**config.mk**
```make
export PLATFORM = sky130hd
export DESIGN_NAME = inst_rom_loader_flat
export DESIGN_NICKNAME = d
export VERILOG_FILES = /design/src/rtl/inst_rom_loader_pkg.sv /design/src/rtl/inst_rom_loader_if.sv /design/src/rtl/inst_rom_loader_word_packer.sv /design/src/rtl/inst_rom_loader.sv /design/src/flat_wrapper.sv
export SDC_FILE = /design/constraint.sdc
export NUM_CORES = 2
export LEC_CHECK = 0
export BUFFER_PORTS_ARGS = -buffer_cell sky130_fd_sc_hd__buf_2
export CELL_PAD_IN_SITES_DETAIL_PLACEMENT = 0
export CELL_PAD_IN_SITES_GLOBAL_PLACEMENT = 1
export CORE_ASPECT_RATIO = 0.9
export CORE_MARGIN = 1
export CORE_UTILIZATION = 51
export DETAILED_ROUTE_END_ITERATION = 7
export PLACE_DENSITY_LB_ADDON = 0.1
export RECOVER_POWER = 50
export SLEW_MARGIN = 5
export SYNTH_ARGS = -nofsm -noshare
export SYNTH_HDL_FRONTEND = slang
export SYNTH_SLANG_ARGS = --single-unit
```
**constraint.sdc**
```tcl
create_clock -name clk -period 4.7 [get_ports clk]
set_clock_uncertainty 0.2 [all_clocks]
set_input_delay 0.47 -clock clk [delete_from_list [all_inputs] [get_ports clk]]
set_output_delay 0.47 -clock clk [all_outputs]
set_load 0.1 [all_outputs]
```
**src/rtl/inst_rom_loader_pkg.sv**
```systemverilog
// Shared types and constants for the run-time loadable instruction memory.
package inst_rom_loader_pkg;

  localparam int unsigned INST_WIDTH     = 32;
  localparam int unsigned BYTE_WIDTH     = 8;
  localparam int unsigned BYTES_PER_WORD = 4;
  localparam int unsigned BYTE_CNT_WIDTH = $clog2(BYTES_PER_WORD);

  localparam logic [INST_WIDTH-1:0] INST_ZERO = '0;

  typedef enum logic [1:0] {
    EMPTY = 2'd0,
    LOAD  = 2'd1,
    RUN   = 2'd2
  } state_t;

endpackage

```
**src/rtl/inst_rom_loader_if.sv**
```systemverilog
// Fetch and byte-serial programming signals between the pc/loader side and the memory.
interface inst_rom_loader_if #(
  parameter int unsigned ADDR_WIDTH = 6
);
  import inst_rom_loader_pkg::*;

  logic                  ce;
  logic [ADDR_WIDTH-1:0] addr;
  logic [INST_WIDTH-1:0] inst;
  logic                  inst_valid;
  logic                  ready;

  logic                  load_start;
  logic                  byte_valid;
  logic [BYTE_WIDTH-1:0] byte_data;
  logic                  byte_last;
  logic                  load_ready;
  logic                  load_done;

  modport master (
    output ce, addr, load_start, byte_valid, byte_data, byte_last,
    input  inst, inst_valid, ready, load_ready, load_done
  );

  modport slave (
    input  ce, addr, load_start, byte_valid, byte_data, byte_last,
    output inst, inst_valid, ready, load_ready, load_done
  );

endinterface

```
**src/rtl/inst_rom_loader_word_packer.sv**
```systemverilog
// Assembles MSB-first program bytes into 32-bit words; a short final word is left-justified.
module inst_rom_loader_word_packer
  import inst_rom_loader_pkg::*;
(
  input  logic                  clk,
  input  logic                  rst,
  input  logic                  clear,
  input  logic                  accept,
  input  logic [BYTE_WIDTH-1:0] byte_data,
  input  logic                  byte_last,
  output logic [INST_WIDTH-1:0] word_c,
  output logic                  word_strobe_c
);

  localparam logic [BYTE_CNT_WIDTH-1:0] CNT_FULL = BYTE_CNT_WIDTH'(BYTES_PER_WORD - 1);

  logic [INST_WIDTH-1:0]     shift_q;
  logic [BYTE_CNT_WIDTH-1:0] cnt_q;
  logic [INST_WIDTH-1:0]     shifted_c;

  // Word including the incoming byte, zero-filled in the low bytes when it ends early.
  always_comb begin
    shifted_c     = {shift_q[INST_WIDTH-BYTE_WIDTH-1:0], byte_data};
    word_strobe_c = accept && (byte_last || (cnt_q == CNT_FULL));
    word_c        = shifted_c << (BYTE_WIDTH * 32'(CNT_FULL - cnt_q));
  end

  // Shift register and byte counter; restart empty after each emitted word.
  always_ff @(posedge clk) begin
    if (rst || clear) begin
      shift_q <= '0;
      cnt_q   <= '0;
    end else if (accept) begin
      if (word_strobe_c) begin
        shift_q <= '0;
        cnt_q   <= '0;
      end else begin
        shift_q <= shifted_c;
        cnt_q   <= cnt_q + BYTE_CNT_WIDTH'(1);
      end
    end
  end

endmodule

```
**src/rtl/inst_rom_loader.sv**
```systemverilog
// Instruction memory filled from a byte stream at run time, then served to the pc with 1-cycle latency.
module inst_rom_loader
  import inst_rom_loader_pkg::*;
#(
  parameter int unsigned ADDR_WIDTH = 6,
  parameter int unsigned DEPTH      = 64
) (
  input  logic            clk,
  input  logic            rst,
  inst_rom_loader_if.slave bus
);

  state_t                state_q, state_n;
  logic [ADDR_WIDTH-1:0] wptr_q;
  logic [ADDR_WIDTH:0]   word_count_q;
  logic [INST_WIDTH-1:0] mem [DEPTH];

  logic [INST_WIDTH-1:0] inst_q;
  logic                  inst_valid_q;
  logic                  ready_q;
  logic                  load_ready_q;
  logic                  load_done_q;

  logic                  start_c;
  logic                  accept_c;
  logic                  last_slot_c;
  logic                  load_end_c;
  logic                  fetch_c;
  logic                  hit_c;
  logic [INST_WIDTH-1:0] word_c;
  logic                  word_strobe_c;

  assign start_c     = bus.load_start && (state_q != LOAD);
  assign accept_c    = (state_q == LOAD) && bus.byte_valid;
  assign last_slot_c = (wptr_q == ADDR_WIDTH'(DEPTH - 1));
  assign load_end_c  = word_strobe_c && (bus.byte_last || last_slot_c);
  assign fetch_c     = (state_q == RUN) && bus.ce && !bus.load_start;
  assign hit_c       = ({1'b0, bus.addr} < word_count_q);

  inst_rom_loader_word_packer u_packer (
    .clk           (clk),
    .rst           (rst),
    .clear         (start_c),
    .accept        (accept_c),
    .byte_data     (bus.byte_data),
    .byte_last     (bus.byte_last),
    .word_c        (word_c),
    .word_strobe_c (word_strobe_c)
  );

  // State register.
  always_ff @(posedge clk) begin
    if (rst) state_q <= EMPTY;
    else     state_q <= state_n;
  end

  // Next state: any load_start outside LOAD restarts programming.
  always_comb begin
    state_n = state_q;
    case (state_q)
      EMPTY:   if (bus.load_start) state_n = LOAD;
      LOAD:    if (load_end_c)     state_n = RUN;
      RUN:     if (bus.load_start) state_n = LOAD;
      default: state_n = EMPTY;
    endcase
  end

  // Write pointer and loaded word count; the pointer holds on the final slot rather than wrapping.
  always_ff @(posedge clk) begin
    if (rst || start_c) begin
      wptr_q       <= '0;
      word_count_q <= '0;
    end else if (word_strobe_c) begin
      if (load_end_c) word_count_q <= {1'b0, wptr_q} + (ADDR_WIDTH + 1)'(1);
      else            wptr_q       <= wptr_q + ADDR_WIDTH'(1);
    end
  end

  // Memory array write port; contents survive reset.
  always_ff @(posedge clk) begin
    if (word_strobe_c) mem[wptr_q] <= word_c;
  end

  // Registered fetch result and status flags; words beyond the loaded image read as zero.
  always_ff @(posedge clk) begin
    if (rst) begin
      inst_q       <= INST_ZERO;
      inst_valid_q <= 1'b0;
      ready_q      <= 1'b0;
      load_ready_q <= 1'b0;
      load_done_q  <= 1'b0;
    end else begin
      inst_q       <= (fetch_c && hit_c) ? mem[bus.addr] : INST_ZERO;
      inst_valid_q <= fetch_c;
      ready_q      <= (state_n == RUN);
      load_ready_q <= (state_n == LOAD);
      load_done_q  <= load_end_c;
    end
  end

  assign bus.inst       = inst_q;
  assign bus.inst_valid = inst_valid_q;
  assign bus.ready      = ready_q;
  assign bus.load_ready = load_ready_q;
  assign bus.load_done  = load_done_q;

endmodule

```
**src/flat_wrapper.sv**
```systemverilog
// flat-port wrapper written by rule: the top's interface ports become plain ports
module inst_rom_loader_flat import inst_rom_loader_pkg::*;
#(
  parameter int unsigned ADDR_WIDTH = 6,
  parameter int unsigned DEPTH      = 64
)
  (clk, rst, bus_ce, bus_addr, bus_load_start, bus_byte_valid, bus_byte_data, bus_byte_last, bus_inst, bus_inst_valid, bus_ready, bus_load_ready, bus_load_done);
  inst_rom_loader_if #(.ADDR_WIDTH(ADDR_WIDTH)) bus_i ();
  input  logic clk;
  input  logic rst;
  input wire logic [$bits(bus_i.ce)-1:0] bus_ce;
  input wire logic [$bits(bus_i.addr)-1:0] bus_addr;
  input wire logic [$bits(bus_i.load_start)-1:0] bus_load_start;
  input wire logic [$bits(bus_i.byte_valid)-1:0] bus_byte_valid;
  input wire logic [$bits(bus_i.byte_data)-1:0] bus_byte_data;
  input wire logic [$bits(bus_i.byte_last)-1:0] bus_byte_last;
  output wire logic [$bits(bus_i.inst)-1:0] bus_inst;
  output wire logic [$bits(bus_i.inst_valid)-1:0] bus_inst_valid;
  output wire logic [$bits(bus_i.ready)-1:0] bus_ready;
  output wire logic [$bits(bus_i.load_ready)-1:0] bus_load_ready;
  output wire logic [$bits(bus_i.load_done)-1:0] bus_load_done;
  assign bus_i.ce = bus_ce;
  assign bus_i.addr = bus_addr;
  assign bus_i.load_start = bus_load_start;
  assign bus_i.byte_valid = bus_byte_valid;
  assign bus_i.byte_data = bus_byte_data;
  assign bus_i.byte_last = bus_byte_last;
  assign bus_inst = bus_i.inst;
  assign bus_inst_valid = bus_i.inst_valid;
  assign bus_ready = bus_i.ready;
  assign bus_load_ready = bus_i.load_ready;
  assign bus_load_done = bus_i.load_done;
  inst_rom_loader #(.ADDR_WIDTH(ADDR_WIDTH), .DEPTH(DEPTH)) u_core (.clk(clk), .rst(rst), .bus(bus_i));
endmodule
```
## After elaboration in Yosys (flattened, before gate mapping)

Memories as Yosys holds them, arrays and structs flattened. A register that Yosys moved wholly into a read port is not among the register bits.
Cells that the tools add are included.

- Output and inout port bits: 36
- Memory bits (writable): 2048
- Word-level logic and storage cells: 48
- Register bits: 45
- Bits of input ports: 20
- Memories kept: 1

Memory list:

| memory | depth | width | read ports | clocked after Yosys merged registers in | wr ports | RTL line | RTL |
|---|---|---|---|---|---|---|---|
| u_core.mem | 64 | 32 | 1 | 1 | 1 | inst_rom_loader.sv:16 | `logic [INST_WIDTH-1:0] mem [DEPTH];` |

- Bitwise logic cells: 2
- Shifts and indexed selects: 1
- Order comparisons: 1
- Add/sub/neg operators: 4
- Equality and inequality tests: 7
- Reduce and logical (&&, ||, !) cells: 16
- Multiplexer cells: 7

Operators by type and width:

| kind | count |
|---|---|
| 32-bit by 32-bit left shift with 32-bit output | 1 |
| 24-bit two-way mux | 1 |
| 6-bit by 1-bit adder with 7-bit output (second input constant) | 1 |
| 1-bit logical AND | 7 |
| 6-bit by 7-bit < comparator with 1-bit output | 1 |
| 6-bit by 1-bit adder with 6-bit output (second input constant) | 1 |
| 2-bit == test (second input constant) | 3 |
| 6-bit == test (second input constant) | 1 |
| 2-bit two-way mux | 3 |
| 2-bit by 1-bit == test with 1-bit output (second input constant) | 2 |
| 2-bit case mux with 2 select lines | 1 |
| 2-bit AND reduction | 2 |
| 2-bit OR reduction | 2 |
| 1-bit logical OR | 3 |
| 2-bit by 2-bit subtractor with 3-bit output (first input constant) | 1 |
| 2-bit by 1-bit adder with 2-bit output (second input constant) | 1 |
| 2-bit zero test | 1 |
| 1-bit two-way mux | 2 |
| 2-bit by 1-bit inequality test with 1-bit output (second input constant) | 1 |
| 1-bit NOT | 2 |
| 1-bit zero test | 1 |

## Logic depth before layout (Yosys ltp)

- Word-level depth: 7
- Depth in mapped cells: 11
- Mapped depth without buffers: 6

## Hierarchy

From an unflattened synthesis, not the netlist that was laid out.

- Cell total of the unflattened synthesis: 3605
- Area total of the unflattened synthesis: 81244.2 sq um

By module, submodules not included:

| module | instances | cells an instance | seq. area each (sq um) | area each (sq um) |
|---|---|---|---|---|
| inst_rom_loader | 1 | 3467 | 62520.0 | 79752.7 |
| inst_rom_loader_word_packer | 1 | 138 | 520.5 | 1491.4 |

## Worst setup path after synthesis

No wires, ideal clock.

- Kind: input to register
- Start: input bus_byte_valid
- End: memory u_core.mem[40][0] (enable)
- Arrival: 4.275 ns
- Buffers on the path: 1
- Slack: -0.277 ns
- Setup time: 0.501 ns
- Data required time: 3.999 ns
- Cell stages on the path: 4
- Cells stage by stage: nand3b_1 > clkbuf_1 > or3_1 > nor4_1

- Longest elaborated chain between the ends: 4

Ends and longest elaborated chain:

| what | RTL line | RTL |
|---|---|---|
| start: declaration | flat_wrapper.sv:14 | `input wire logic [$bits(bus_i.byte_valid)-1:0] bus_byte_valid;` |
| 1-bit logical AND | inst_rom_loader.sv:34 | `assign accept_c = (state_q == LOAD) && bus.byte_valid;` |
| 1-bit logical AND | inst_rom_loader_word_packer.sv:24 | `word_strobe_c = accept && (byte_last \|\| (cnt_q == CNT_FULL));` |
| 1-bit two-way mux | inst_rom_loader.sv:81 | `if (word_strobe_c) mem[wptr_q] <= word_c;` |
| 1-bit two-way mux (not written as such) | inst_rom_loader.sv:81 |  |
| end: declaration | inst_rom_loader.sv:16 |  |

No other way between the ends.

## Worst setup path in the final report

- Start: register u_core.state_q[0]
- End: memory u_core.mem[25][19] (enable)

- Longest elaborated chain between the ends: 5

Ends and longest elaborated chain:

| what | RTL line | RTL |
|---|---|---|
| start: declaration | inst_rom_loader.sv:13 | `state_t state_q, state_n;` |
| start signal: assignment | inst_rom_loader.sv:54 | `else state_q <= state_n;` |
| 2-bit by 1-bit == test with 1-bit output | inst_rom_loader.sv:34 |  |
| 1-bit logical AND | inst_rom_loader.sv:34 |  |
| 1-bit logical AND | inst_rom_loader_word_packer.sv:24 |  |
| 1-bit two-way mux | inst_rom_loader.sv:81 |  |
| 1-bit two-way mux (not written as such) | inst_rom_loader.sv:81 |  |

No other way between the ends.

==> out/metrics.csv <==
metric;value;unit
most common cell after layout, fill and taps aside;edfxtp_1;
I/O pin count;56;
pwr dens;413;nW/um^2
die height;381;um
Slowest cell on crit path;nor2_1;
Synth Instances;3807;
R2R cell count;6;
antenna violations before repair;12;
# DRC;0;
GPL Wtd Cong;0.864;
number of global-route vias before repair;40800;
flop2flop setup slack;700;ps
Final Slew Violations;951;
clk sinks;2125;
worst vdd ir;416;uV
first-pass GRT wire length;316000;um
fmax;0.250;GHz
Slew headroom;-0.558;
syn avg cell area;21.3;um^2
share of layout cells above drive strength 1;0.258;
CP arrival;4310;ps
Area Overhead vs Synth;13.1;%
Worst path most repeated cell;nor2_1;
DR vias;40900;
CTS root buf;clkbuf_16;
Post-DP HPWL;138000;um
setup TNS;0;ps
worst-margin pin slew;2290;ps
number of flops mapped to enable cells by yosys;2048;
core region area;158000;um^2
Crit Path Class;flop to flop;
final worst slack;702;ps
most frequent cells in the layout;2,048 x edfxtp_1, 453 x mux4_2, 209 x clkbuf_16;
Final Non-Filler Cells;6358;
# placed instances;5954;
yosys warns;0;
Cell Area, Synth;81300;um^2
Post-synth ARST share;0;
crit path launch type;flop;
total wire length;226000;um
Tcrit/Tclk final;0.851;
clock slew at reported path FFs;60;ps
CTS tree;yes;
H-Tree Depth;4;
hold crit path type;primary input to flop;
Overflow after GRT;0;
Fillers;11400;
min-delay src;bus_byte_valid;
Crit. End Element;flop;
Final #Nets;4107;
CP Launch Point;u_core.state_q[0];
FF-to-FF End;u_core.mem[25][19];
dominant cell type by area after synthesis;edfxtp_1;
pre-CTS worst setup slack;986;ps
Synth top area share;0.757;
Hold Vio Cnt, Final;0;
Netlist cell types;63;
Initial Utilization;0.515;
Crit Path Max Fanout;20;
wire per inst;35.5;um
dominant cells by area after synthesis;edfxtp_1 76%, mux4_2 13%, dfxtp_1 1.9%;
DRT iter0 DRCs;5398;
CP Cell Sequence;nand3b_1 -> nor2_1 -> nand2_1 -> clkbuf_1 -> nor2_1 -> buf_12;
P_leak;32.6;nW
largest net degree at the start of global routing;65;
Period minus WS final;4000;ps
max incr delay on CP;1460;ps
postcts setup bufs;0;
Hold Path Sink;u_core.u_packer.shift_q[11];
Syn Nets;3834;
vias per cell;6.44;
final setup violating endpoints;0;
sequential-to-total area share from yosys stat;0.776;
Worst-Skew Late Latency;850;ps
outcome;finished, violations left;
Pre-antenna DRT Iters;6;
cts bufs inserted;206;
Routed Antenna Nets;0;
ys flop type;edfxtp_1;
Total Routing Usage GR;0.282;
RSZ-0062 raised after global routing;false;
Reg-to-Reg Start;u_core.state_q[0];
maximum buffer depth of the clock tree;3;
Max Cap Viol;25;
worst hold stages;5;
synthesis-stage register bit count;2125;
full die area;161000;um^2
IO Port Bufs;55;
WP data required;5020;ps
num rows;138;
failing checks;capacitance limit, slew limit;
Die X;423;um
[where the power goes]
group          leakage, nW  internal [W]  switching [W]
sequential            22.8        0.0206     0.00000413
combinational         6.63      0.000465       0.000944
clock                 3.19       0.00893        0.00706
[sequential cells by signal (all words and copies together), names as in the netlist]
signal,flops
u_core.bus.load_done,1
u_core.mem,2048
u_core.wptr_q,6
u_core.word_count_q,7
u_core.u_packer.shift_q,24
u_core.bus.ready,1
u_core.state_q,2
u_core.bus.load_ready,1
u_core.bus.inst_valid,1
u_core.u_packer.cnt_q,2
u_core.bus.inst,32
[per-layer routing]
layer  vias to the layer above  global-route usage  routed length, um
met1                     22100               0.411              92400
met5                         -                   0                  0
met4                         0              0.0849               6560
met3                       294              0.0487              19100
li1                      16600                   -                  -
met2                      1968               0.442             108000
[stage by stage]
stage	instance area (um^2)	hold WS, ps	total power (W)	util
after floorplan	81300	232	0.0218	-
final	91900	171	0.0380	0.583
after CTS	92200	122	0.0381	0.585
after global placement	85600	239	0.0224	0.543
after global routing	91900	170	0.0388	0.583
after detailed placement	85600	247	0.0224	0.543
[cells by family after synthesis]
group | synth area share
compound gates | 0.0348
simple gates | 0.0235
flops | 0.776
buf+inv | 0.0166
xor+xnor | 0.000755
fa+ha+maj | 0.00108
mux | 0.147
[layout make-up]
type                            instances  area (um^2)  share of cell area
Multi-Input combinational cell       1448        17400               0.189
Inverter                                9         33.8            0.000368
Tap cell                             2100         2630              0.0286
Clock buffer                          256         5490              0.0597
Clock inverter                        126          988              0.0108
Timing Repair Buffer                  290         2330              0.0253
Sequential cell                      2125        63000               0.686
Antenna cell                            4         10.0            0.000109
[worst max-delay path, delay by kind of cell (launching register included)]
family / cells / cell delay [ps]
simple gates: 4 / 2320
buf+inv: 2 / 700
flops: 1 / 390
[how the worst max path moves through the flow]
stage | slack (ps) | cells past startpoint | to
after floorplan | 910 | 4 | u_core.mem[0][24]
after global placement | 1040 | 8 | u_core.mem[59][12]
after detailed placement | 990 | 8 | u_core.mem[59][23]
after CTS | 1000 | 8 | u_core.bus.ready
after global routing | 570 | 4 | u_core.mem[40][20]
final | 700 | 6 | u_core.mem[25][19]
[synth_stat cells (all sizes together) (25+ instances only)]
cell    number
nand3       54
nor2b       25
mux2i      142
a21oi       47
edfxtp    2048
nand2      131
a211o       25
a22oi       46
nor2       102
dfxtp       77
mux4       453
clkbuf      66
o22ai      134
buf        159
o21ai       39
mux2        32
a22o        29
[repair_timing]
item | CTS | global route
hold buffers | 13 | 0
endpoints found under the setup margin | 0 | 0
resized for setup | 0 | 0
endpoints found under the hold margin | 16 | 0
Note: power is estimated with default switching activity, not from simulation.
